**src/rtl/shift_scheduler.sv**
```systemverilog
// Two-requester round-robin shift unit.
// Shifts one bit per cycle; result held until the consumer takes it.
module shift_scheduler #(
    parameter int WIDTH = 32,
    parameter int SHW   = 5
) (
    input  logic             clk,
    input  logic             rst_n,
    input  logic             req0_valid,
    output logic             req0_ready,
    input  logic [WIDTH-1:0] req0_data,
    input  logic [SHW-1:0]   req0_shamt,
    input  logic [1:0]       req0_op,
    input  logic             req1_valid,
    output logic             req1_ready,
    input  logic [WIDTH-1:0] req1_data,
    input  logic [SHW-1:0]   req1_shamt,
    input  logic [1:0]       req1_op,
    output logic             out_valid,
    input  logic             out_ready,
    output logic [WIDTH-1:0] out_data,
    output logic             out_id,
    output logic             busy
);
    typedef enum logic [1:0] {IDLE, SHIFT, DONE} state_t;

    localparam logic [SHW-1:0] ONE = SHW'(1);

    state_t           state;
    logic             ptr;
    logic             id_r;
    logic [1:0]       op_r;
    logic [SHW-1:0]   cnt;
    logic [WIDTH-1:0] work;

    logic             gnt0;
    logic             gnt1;
    logic [WIDTH-1:0] g_data;
    logic [SHW-1:0]   g_shamt;
    logic [1:0]       g_op;
    logic [WIDTH-1:0] shifted;

    // ptr == 0 favours requester 0 when both are asking
    always_comb begin
        gnt0 = 1'b0;
        gnt1 = 1'b0;
        if (rst_n && state == IDLE) begin
            gnt0 = req0_valid && (!req1_valid || !ptr);
            gnt1 = req1_valid && (!req0_valid || ptr);
        end
    end

    assign req0_ready = gnt0;
    assign req1_ready = gnt1;
    assign g_data     = gnt1 ? req1_data  : req0_data;
    assign g_shamt    = gnt1 ? req1_shamt : req0_shamt;
    assign g_op       = gnt1 ? req1_op    : req0_op;

    always_comb begin
        shifted = work;
        unique case (op_r)
            2'b00:   shifted = {work[WIDTH-2:0], 1'b0};
            2'b01:   shifted = {1'b0, work[WIDTH-1:1]};
            2'b10:   shifted = {work[WIDTH-1], work[WIDTH-1:1]};
            default: shifted = work;
        endcase
    end

    always_ff @(posedge clk) begin
        if (!rst_n) begin
            state    <= IDLE;
            ptr      <= 1'b0;
            id_r     <= 1'b0;
            op_r     <= 2'b00;
            cnt      <= '0;
            work     <= '0;
            out_data <= '0;
            out_id   <= 1'b0;
        end else begin
            unique case (state)
                IDLE: begin
                    if (gnt0 || gnt1) begin
                        id_r <= gnt1;
                        op_r <= g_op;
                        cnt  <= g_shamt;
                        work <= g_data;
                        if (g_shamt == '0 || g_op == 2'b11) begin
                            state    <= DONE;
                            out_data <= g_data;
                            out_id   <= gnt1;
                        end else begin
                            state <= SHIFT;
                        end
                    end
                end
                SHIFT: begin
                    work <= shifted;
                    cnt  <= cnt - ONE;
                    if (cnt == ONE) begin
                        state    <= DONE;
                        out_data <= shifted;
                        out_id   <= id_r;
                    end
                end
                DONE: begin
                    if (out_ready) begin
                        state <= IDLE;
                        ptr   <= ~id_r;
                    end
                end
                default: state <= IDLE;
            endcase
        end
    end

    assign out_valid = (state == DONE);
    assign busy      = (state != IDLE);
endmodule

```
**config.mk**
```make
export PLATFORM = sky130hd
export DESIGN_NAME = shift_scheduler
export DESIGN_NICKNAME = d
export VERILOG_FILES = /design/src/rtl/shift_scheduler.sv
export SDC_FILE = /design/constraint.sdc
export NUM_CORES = 1
export LEC_CHECK = 0
export CORE_UTILIZATION = 45
export CTS_CLUSTER_DIAMETER = 60
export DETAILED_ROUTE_END_ITERATION = 7
export GPL_ROUTABILITY_DRIVEN = 0
export HOLD_SLACK_MARGIN = 0.03
export PLACE_DENSITY_LB_ADDON = 0.3
export SKIP_CTS_REPAIR_TIMING = 1
export SLEW_MARGIN = 20
export SYNTH_ARGS = -nofsm -noshare
export SYNTH_HDL_FRONTEND = slang
export SYNTH_SLANG_ARGS = --single-unit
export TNS_END_PERCENT = 100
```
**constraint.sdc**
```tcl
create_clock -name clk -period 2.1 [get_ports clk]
set_clock_uncertainty 0.2 [all_clocks]
set_input_delay 0.315 -clock clk [delete_from_list [all_inputs] [get_ports clk]]
set_output_delay 0.315 -clock clk [all_outputs]
set_load 0.05 [all_outputs]
```
==> summary.md <==
| Metric | Value |
|---|---|
| Syn Nets | 672 |
| Failing checks | negative setup slack |
| First-pass GRT wire length | 25.7 mm |
| Synth Cell Area | 0.00464 mm² |
| Die height | 104 µm |
| RSZ-0062 raised after global routing | true |
| Detail Route Antenna Nets | 0 |
| Fin crit share | 111% |
| DRT iter0 DRCs | ~580 |
| Detailed Place HPWL | 11.8 mm |
| Critical-path top delay cell | or4_1 |
| Reg-to-Reg Start | cnt[1] |
| Fmax | 427 MHz |
| Core area | 0.00991 mm² |
| I/O pins | 120 |
| DR pass1 iterations | 6 |
| Clk buf depth | 2 |
| Post-Route WL | 17.5 mm |
| Site Rows | 36 |
| Post-layout min period | 2340 ps |
| Register area | 0.00154 mm² |
| Nets | 828 |
| Ys Warns | 0 |
| Commonest non-fill, non-tap cells in the layout | clkdlybuf4s50_1, buf_4, dfxtp_1 |
| # clock sinks | 76 |
| Routed via count | 5490 |
| Final hold vios | 0 |
| Avg Synthesized Cell Area | 7.91 µm² |
| Leak | approximately 2.8 nW |
| Diode count | 0 |
| Max layer used | met4 |
| Crit path arrival time | 2430 ps |
| Chip Width | 104 µm |
| TritonCTS clock tree | done |
| Met3 WL | 1.36 mm |
| DRC | 0 |
| Setup WS post-layout | -241 ps |
| Die area | 0.0107 mm² |
| Post-synthesis register bit count | 76 |
| Crit-path max cell delay | 510 ps |
| Largest net degree at the start of global routing | 40 |
| Met2 Routed Length | 8.38 mm |
| Worst-margin pin slew | 523 ps |
| Number of cells on the worst hold path | 3 |
| Port-buffer cells | 119 |
| Core Util, Final | 72.7% |
| Crit path buffers/inverters | 4 |
| Crit end category | register |
| End of the worst hold path | cnt[3] |
| DP Worst Slack | -611 ps |
| CTS Buf Count | 9 |
| Post-Route M1 WL | 7.23 mm |
| Outcome | complete, but fails checks |
| Layout area overhead | 55.2% |
| All-Layer GR Usage | 30.1% |
| Area of the multi-input gates | 0.00297 mm² |
| Vias in the first global route | 5100 |
| Final setup vio count | 25 |
| Slew headroom | 65.0% |
| Worst setup SP type | register |
| Final non-filler cell total | 880 |
| Syn Inst Count | between 500 and 600 |
| Placed cell count | 847 |
| Critical path's top delay family | compound AO/OA/AOI/OAI gates |
| Synth Flop Type | dfxtp_1 |
| Req. time, crit path | ~2200 ps |
| CTS H-tree lvls | 3 |
| CTS root buf | clkbuf_8 |
| Congestion Overflow GR | 0 |
| Power Density | between 1000 and 1500 mW/mm² |
| Seq/Total Area, Yosys | 32.8% |
| Most used cell, CP | inv_2 |
| Post-synth ARST share | 0% |
| Unique masters post-synth | 55 |
| Worst R2R Path Depth | 9 |
| Setup TNS Final | -2430 ps |
| R2R Setup Slk | -240 ps |
| Post-synth EDFFs | 0 |
| Critical path peak fanout | 7 |
| Hold Path Class | in -> reg |
| Max IR drop VDD | 0.000847 V |
| Kind of critical path | reg -> reg |
| WL/cell | a little under 20 µm |
| Commonest non-fill, non-tap cell in the layout | clkdlybuf4s50_1 |
| Share of layout cells above drive strength 1 | 23.2% |
| Initial antenna violation count | 0 |
| Starting density of the core | a little under half |
| Max-cap violations | 0 |
| Drt via density | 6.24 |
| Reg2Reg Capture Point | out_data[28] |
| Filler cell count | between 700 and 800 |
| Reg clk slew, reported paths | 80 ps |
| Hold Path Origin | req0_shamt[3] |
| Fin. max-slew vios | 0 |
| Critical-path cell list | inv_2 -> ha_4 -> inv_2 -> o41ai_4 -> o221ai_4 -> buf_6 -> clkbuf_16 -> or4_1 -> a21oi_1 |
| Clk_lat worst skew | 360 ps |
==> how the worst max path moves through the flow <==
stage	start	to	slack, ps	cells after the start
after floorplan	req1_shamt[1]	out_data[17]	-50	6
after global placement	req1_shamt[1]	out_data[17]	-540	7
after detailed placement	req1_shamt[1]	out_data[22]	-610	7
after CTS	rst_n	req1_ready	-270	6
after global routing	cnt[1]	out_data[28]	-320	9
final	cnt[1]	out_data[28]	-240	9
==> power by group <==
| group | internal [mW] | switching, mW |
|---|---|---|
| clock | 0.907 | 0.567 |
| sequential | 1.83 | 0.411 |
| combinational | 2.31 | 2.81 |
==> area by class of cell <==
| cell class | instances | share of cell area, % |
|---|---|---|
| clock inverters | 6 | 1.91 |
| multi-input cells | 425 | 41.2 |
| clock buffers | 9 | 1.72 |
| inverters | 21 | 1.30 |
| flip-flops and latches | 76 | 21.3 |
| well taps | 133 | 2.31 |
| repair buffers | 210 | 30.2 |
==> cell usage after synthesis, types with 16 or more instances <==
master	count	share of area, %
a21oi_1	60	6.5
buf_2	19	2.0
clkbuf_1	33	2.7
dfxtp_1	76	33
inv_1	19	1.5
mux2i_1	26	5.6
nand2_1	57	4.6
nand3_1	31	3.3
nor3_1	18	1.9
o21a_1	17	2.7
o21ai_0	36	3.9
or4_1	16	2.6
==> kinds of logic (layout without fill, tap and decap cells) <==
| group | Yosys count | after routing | share of synthesized area [%] |
|---|---|---|---|
| AO/OA/AOI/OAI | 221 | 221 | 32.0 |
| XOR/XNOR | 1 | 1 | 0.189 |
| adder cells (fa/ha/maj) | 2 | 2 | 0.539 |
| buffers and inverters | 86 | 246 | 8.24 |
| flip-flops | 76 | 76 | 32.8 |
| multiplexers | 26 | 26 | 5.60 |
| AND/OR/NAND/NOR | 175 | 175 | 20.7 |
==> state kept, by name, summed over array words and instances, names as in the netlist <==
signal    flops
out_data     32
work         32
cnt           5
op_r          2
state         2
id_r          1
out_id        1
ptr           1
==> layer usage <==
| layer | global-route usage [%] | vias to the layer above |
|---|---|---|
| met2 | 50.1 | 280 |
| met4 | 10.8 | 0 |
| met1 | 39.4 | 2627 |
| met3 | 4.53 | 48 |
| met5 | 0 | - |
| li1 | - | 2535 |
==> metrics by stage <==
| step | total power, mW | hold slack (ps) | cell area, µm² |
|---|---|---|---|
| final | 8.84 | 179 | 7210 |
| after global routing | 9.22 | 188 | 7210 |
| after CTS | 8.05 | 277 | 6700 |
| after detailed placement | 6.57 | 267 | 6440 |
| after global placement | 6.46 | 264 | 6440 |
| after floorplan | 4.84 | 242 | 4670 |
==> tightest hold or removal path, delay by kind of cell <==
family	cells	cell delay, ps
AOI/OAI and AO/OA	2	260
buffers and inverters	1	110
(Power assumes the default switching activity.)
